--- config.mk ---
export PLATFORM = sky130hd
export DESIGN_NAME = line_fetch
export DESIGN_NICKNAME = d
export VERILOG_FILES = /design/src/rtl/line_fetch.sv
export SDC_FILE = /design/constraint.sdc
export NUM_CORES = 2
export LEC_CHECK = 0
export CAP_MARGIN = 20
export CORE_MARGIN = 3
export CORE_UTILIZATION = 53
export DETAILED_ROUTE_END_ITERATION = 7
export PLACE_DENSITY = 0.69
export REMOVE_ABC_BUFFERS = 1
export SLEW_MARGIN = 20
export SYNTH_ARGS = -nofsm -noshare
export SYNTH_HDL_FRONTEND = slang
export SYNTH_SLANG_ARGS = --single-unit
--- constraint.sdc ---
create_clock -name dotclk_i -period 6.2 [get_ports dotclk_i]
set_input_delay 1.24 -clock dotclk_i [delete_from_list [all_inputs] [get_ports dotclk_i]]
set_output_delay 1.24 -clock dotclk_i [all_outputs]
set_load 0.02 [all_outputs]
--- src/rtl/line_fetch.sv ---
// Double-buffered scan-line fetcher: bursts one line of frame-buffer words into the fill bank
// while the display bank is shifted out MSB-first as a monochrome pixel stream.
module line_fetch #(
  parameter int MAXW = 80
) (
  input  logic        dotclk_i,
  input  logic        reset_i,
  input  logic        hden_i,
  input  logic        vden_i,
  input  logic        vfen_i,
  input  logic        vsync_i,
  input  logic [23:0] fbbase_i,
  input  logic [6:0]  wpl_i,
  output logic        cyc_o,
  output logic        stb_o,
  output logic [23:0] adr_o,
  input  logic [15:0] dat_i,
  input  logic        ack_i,
  output logic        pixel_o,
  output logic        underrun_o
);

  localparam int CW = $clog2(MAXW + 1);
  localparam int AW = (MAXW > 1) ? $clog2(MAXW) : 1;

  typedef enum logic {IDLE, FETCH} state_e;

  state_e               state_q, state_d;
  logic                 hden_q, vsync_q;
  logic                 dsel_q, dsel_d;
  logic [1:0][CW-1:0]   cnt_q, cnt_d;
  logic [CW-1:0]        rem_q, rem_d;
  logic [23:0]          adr_q, adr_d;
  logic [CW-1:0]        word_q, word_d;
  logic [3:0]           bit_q, bit_d;
  logic                 pixel_q, pixel_d;
  logic                 underrun_q, underrun_d;

  logic [15:0]          mem [2][MAXW];
  logic                 wr_en;
  logic                 wr_bank;
  logic [AW-1:0]        wr_addr;

  logic                 line_start, frame_start;
  logic [CW-1:0]        eff_wpl;
  logic                 disp_bank;
  logic [CW-1:0]        cur_word;
  logic [3:0]           cur_bit;
  logic [15:0]          rd_word;

  assign line_start  = hden_i & ~hden_q;
  assign frame_start = vsync_i & ~vsync_q;

  always_comb begin
    state_d    = state_q;
    dsel_d     = dsel_q;
    cnt_d      = cnt_q;
    rem_d      = rem_q;
    adr_d      = adr_q;
    word_d     = word_q;
    bit_d      = bit_q;
    pixel_d    = 1'b0;
    underrun_d = underrun_q;
    wr_en      = 1'b0;
    wr_bank    = ~dsel_q;
    wr_addr    = AW'(cnt_q[~dsel_q]);
    rd_word    = 16'h0000;

    if (int'(wpl_i) > MAXW) eff_wpl = CW'(MAXW);
    else                    eff_wpl = CW'(wpl_i);

    if (frame_start) adr_d = fbbase_i;

    // Line start wins over everything: an ack landing on that cycle belongs to an aborted fetch.
    if (line_start) begin
      dsel_d         = ~dsel_q;
      cnt_d[dsel_q]  = '0;
      if (state_q == FETCH) underrun_d = 1'b1;
      if (vfen_i && eff_wpl != '0) begin
        state_d = FETCH;
        rem_d   = eff_wpl;
      end else begin
        state_d = IDLE;
      end
    end else if (frame_start) begin
      state_d = IDLE;
    end else if (state_q == FETCH && ack_i) begin
      wr_en           = 1'b1;
      cnt_d[~dsel_q]  = cnt_q[~dsel_q] + 1'b1;
      adr_d           = adr_q + 24'd1;
      rem_d           = rem_q - 1'b1;
      if (rem_q == CW'(1)) state_d = IDLE;
    end

    disp_bank = line_start ? ~dsel_q : dsel_q;
    cur_word  = line_start ? '0 : word_q;
    cur_bit   = line_start ? 4'd0 : bit_q;
    if (line_start) begin
      word_d = '0;
      bit_d  = 4'd0;
    end

    if (hden_i && vden_i) begin
      if (cur_word < cnt_q[disp_bank]) begin
        rd_word = mem[disp_bank][AW'(cur_word)];
        pixel_d = rd_word[4'd15 - cur_bit];
      end
      // Word index saturates at MAXW, which is always past the valid count.
      if (cur_bit == 4'd15) begin
        bit_d  = 4'd0;
        word_d = (cur_word == CW'(MAXW)) ? cur_word : cur_word + 1'b1;
      end else begin
        bit_d  = cur_bit + 4'd1;
        word_d = cur_word;
      end
    end
  end

  always_ff @(posedge dotclk_i or negedge reset_i) begin
    if (!reset_i) begin
      state_q    <= IDLE;
      hden_q     <= 1'b0;
      vsync_q    <= 1'b0;
      dsel_q     <= 1'b0;
      cnt_q      <= '0;
      rem_q      <= '0;
      adr_q      <= 24'h000000;
      word_q     <= '0;
      bit_q      <= 4'd0;
      pixel_q    <= 1'b0;
      underrun_q <= 1'b0;
    end else begin
      state_q    <= state_d;
      hden_q     <= hden_i;
      vsync_q    <= vsync_i;
      dsel_q     <= dsel_d;
      cnt_q      <= cnt_d;
      rem_q      <= rem_d;
      adr_q      <= adr_d;
      word_q     <= word_d;
      bit_q      <= bit_d;
      pixel_q    <= pixel_d;
      underrun_q <= underrun_d;
    end
  end

  always_ff @(posedge dotclk_i) begin
    if (wr_en) mem[wr_bank][wr_addr] <= dat_i;
  end

  assign cyc_o      = (state_q == FETCH);
  assign stb_o      = (state_q == FETCH);
  assign adr_o      = adr_q;
  assign pixel_o    = pixel_q;
  assign underrun_o = underrun_q;

endmodule

==> reports/qor.yml <==
cts:
  cts_tree: "done"
  cts.clk_slew.worst_paths_ns: 0.06
  cts-root-buf: "clkbuf_16"
  clock-sinks: 2622
  clock_path_buffers: 4
  htreeDepth: 5
  postCtsHoldBufs: 0
  numCtsBuffers: 279
  cts_setup_buffers: 0
  cts-resized-gates: 0
  worstSkewPairLatency_ns: 0.95
critical_path:
  critPathMaxFanout: 66
  required_ns: 7.00
  worstPathArrival_ns: 6.17
  critPathKind: "in -> reg"
  crit_path_end_kind: "flip-flop"
  start_kind: "input pin"
route:
  route.top_layer_used: "met5"
  drt_pre_antenna_iters: 6
  met3_wirelength_um: 52230
  drt.antenna.violating_nets: 0
  vias_per_cell: 6.929
  wirelength_met1_um: 117500
  drc: 0
  routed_wl_um: 337300
  wire_per_inst_um: 35.74
  dr_wl_met2_um: 147300
  vias: 65380
  drt-initial-drc-count: 11530
hold_path:
  holdCritPathClass: "in -> async"
cells_and_area:
  area_growth_pct: 13.82
  finalNetCount: 6689
  drive_above_1_share: 0.1827
  post-route-util: 0.6074
  finalInstanceArea_mm2: 0.1186
synthesis:
  netlist_area_mm2: 0.1042
  syn_area_per_cell_um2: 16.76
  synth.area.top_cells: "edfxtp_1, mux4_2, nand2_1, mux2i_1, a21oi_1"
  synthArstFlopShare: 0.02365
  synth-seq-cells: 2622
  yosysSeqAreaShare: 0.7529
  synthCells: 6216
  synth-edff-count: 2560
  synth_top_cell_area_share: 0.7381
  synthDistinctLibCells: 91
  yosys_most_used_dff: "edfxtp_1"
  synth_top_area_cell: "edfxtp_1"
  yosys_warnings: 0
timing:
  slew_viol_final: 0
  final-hold-violation-count: 0
  whs_ns: 0.4506
  fin_tns_setup_ns: 0
  rsz0062_at_grt: "no"
  tightest_slew_ns: 1.227
  timing.fmax_ghz: 0.1864
  setup_violations: 0
  fin_crit_sh: 0.8654
  finalCriticalPeriod_ns: 5.365
  relSlewSlack: 0.1797
  fin_skew_ns: 0.05698
  setup_ws_ns: 0.8347
floorplanning:
  fp.dieW_um: 449.3
  die_y_um: 449.3
  num_rows: 162
  ios: 82
  dieArea_mm2: 0.2019
  initial_core_util: 0.5336
  core_area_mm2: 0.1952
place:
  dp_hpwl_um: 202800
  place_congestion: 0.9784
  io_buffers: 81
  dp_slack_ns: 0.05441
  place_area_mm2: 0.1102
global_route:
  overflow: 0
  grt_max_degree: 106
  grt_pass1_wl_um: 473500
  grtUsageTotal: 0.3299
  grt_pass1_vias: 62580
  antenna_found_initial: 23
power:
  p_comb_frac: 0.153
  switchingPower_uw: 10860
  power.density_mw_per_mm2: 351.3
  ir_worst_vdd_uv: 292.5
  switching_share: 0.2608
  p_leak_uw: 0.03757
  cell_internal_pwr_uw: 30790
  p_seq_frac: 0.473
  clock_power_share: 0.374
run:
  drv_cap: 0
run_status:
  status: "finished clean"
[area by class of cell]
type	instances	area [um2]
Sequential cell	2622	78430
Antenna cell	8	20.02
Tap cell	2624	3283
Clock inverter	130	937.1
Multi-Input combinational cell	3156	23590
Fill cell	14020	76640
Inverter	26	123.9
Timing Repair Buffer	535	4812
Clock buffer	335	7351
[cell usage after synthesis, drive strengths merged (15+ instances only)]
cell        n
o221ai     20
inv        24
o2111ai    15
a211oi     32
a32oi      55
nor3       59
a21o       18
nand4      26
mux2       51
a221o      30
a21oi     320
a31oi      64
a221oi     81
and3       48
mux2i     215
mux4      267
dfrtp      62
o21ai     257
a32o       21
edfxtp   2560
buf       298
o22ai      53
nand3     233
a311oi     44
ha         15
xor2       15
a22oi      48
nor2b      17
o211ai     45
nor2      318
nand2     580
nor4       18
clkbuf    114
[through the flow]
step / instances / power (uW)
floorplan: 5804 / 22410
global placement: 8963 / 26190
detailed placement: 8963 / 26250
CTS: 9428 / 41550
global route: 9428 / 42630
finish: 9436 / 41650
[cell usage in the layout (no fill, tap or decap), types with 17 or more instances in the layout]
| cell | count |
|---|---|
| a211oi_1 | 32 |
| a22oi_1 | 48 |
| dfrtp_1 | 60 |
| a32oi_1 | 55 |
| mux2_2 | 51 |
| clkinv_2 | 40 |
| a32o_1 | 21 |
| nand2_1 | 576 |
| nand4_1 | 26 |
| clkbuf_16 | 286 |
| nand3_1 | 231 |
| clkbuf_1 | 48 |
| buf_12 | 46 |
| a311oi_1 | 44 |
| mux2i_1 | 215 |
| o21ai_0 | 250 |
| nor2_1 | 279 |
| a21oi_1 | 317 |
| nor2_2 | 35 |
| a221o_1 | 30 |
| edfxtp_1 | 2560 |
| a31oi_1 | 64 |
| and3_1 | 48 |
| clkdlybuf4s50_1 | 64 |
| o22ai_1 | 53 |
| mux4_2 | 267 |
| nor3_1 | 47 |
| buf_4 | 409 |
| inv_1 | 17 |
| o211ai_1 | 45 |
| a21o_1 | 18 |
| o221ai_1 | 20 |
| clkinv_1 | 63 |
| a221oi_1 | 80 |
[sequential cells by signal, summed over array words and instances (netlist names)]
| signal | flops |
|---|---|
| adr_o | 24 |
| bit_q | 4 |
| cnt_q | 14 |
| cyc_o | 1 |
| dsel_q | 1 |
| hden_q | 1 |
| mem | 2560 |
| pixel_o | 1 |
| rem_q | 7 |
| underrun_o | 1 |
| vsync_q | 1 |
| word_q | 7 |
[kinds of logic (layout without fill, tap and decap cells)]
kind of cell / count (synthesis) / after routing / synth area share
compound gates: 1229 / 1229 / 0.07895
xor+xnor: 28 / 28 / 0.002355
fa+ha+maj: 15 / 15 / 0.001802
buf+inv: 438 / 1026 / 0.02287
flops: 2622 / 2622 / 0.7529
mux: 533 / 533 / 0.08391
other cells: 0 / 8 / 0
simple gates: 1351 / 1351 / 0.05717
[critical path: stages]
cell and delay [ns]:
clkdlybuf4s50_1 0.79, nor2b_4 0.31, inv_6 0.06, ha_4 0.58, buf_12 0.42, mux4_2 0.59, o22ai_1 0.33, o22ai_1 0.35
a211oi_1 0.70, o211ai_1 0.26, a32oi_1 0.28, a211oi_1 0.08, o311a_1 0.14
[power by group through the flow]
stage / Combinational (uW) / Sequential (uW) / Clock [uW]
CTS: 6220 / 19700 / 15600
global placement: 6130 / 20100 / 0
global route: 6580 / 19700 / 16300
floorplan: 2340 / 20100 / 0
finish: 6370 / 19700 / 15600
detailed placement: 6180 / 20100 / 0
[per-layer routing]
metal  up-vias  global-route usage
li1      25690                   -
met1     32910              0.4496
met2      5677              0.4797
met3      1088              0.1096
met4        12              0.1623
met5         -           0.0004735
[path summary, 6_finish.rpt]
kind / startpoint / to / slack, ns / cells after the start
setup / recovery: hden_i / pixel_o / 0.83 / 13
hold / removal: reset_i / rem_q[5] / 0.45 / 1
setup reg to reg: word_q[1] / pixel_o / 1.15 / 11
hold reg to reg: underrun_o / underrun_o / 0.47 / 1
max in group asynchronous: reset_i / word_q[1] / 4.97 / 1
min in group dotclk_i: underrun_o / underrun_o / 0.47 / 1
No activity file was read; power rests on OpenSTA's default activity.
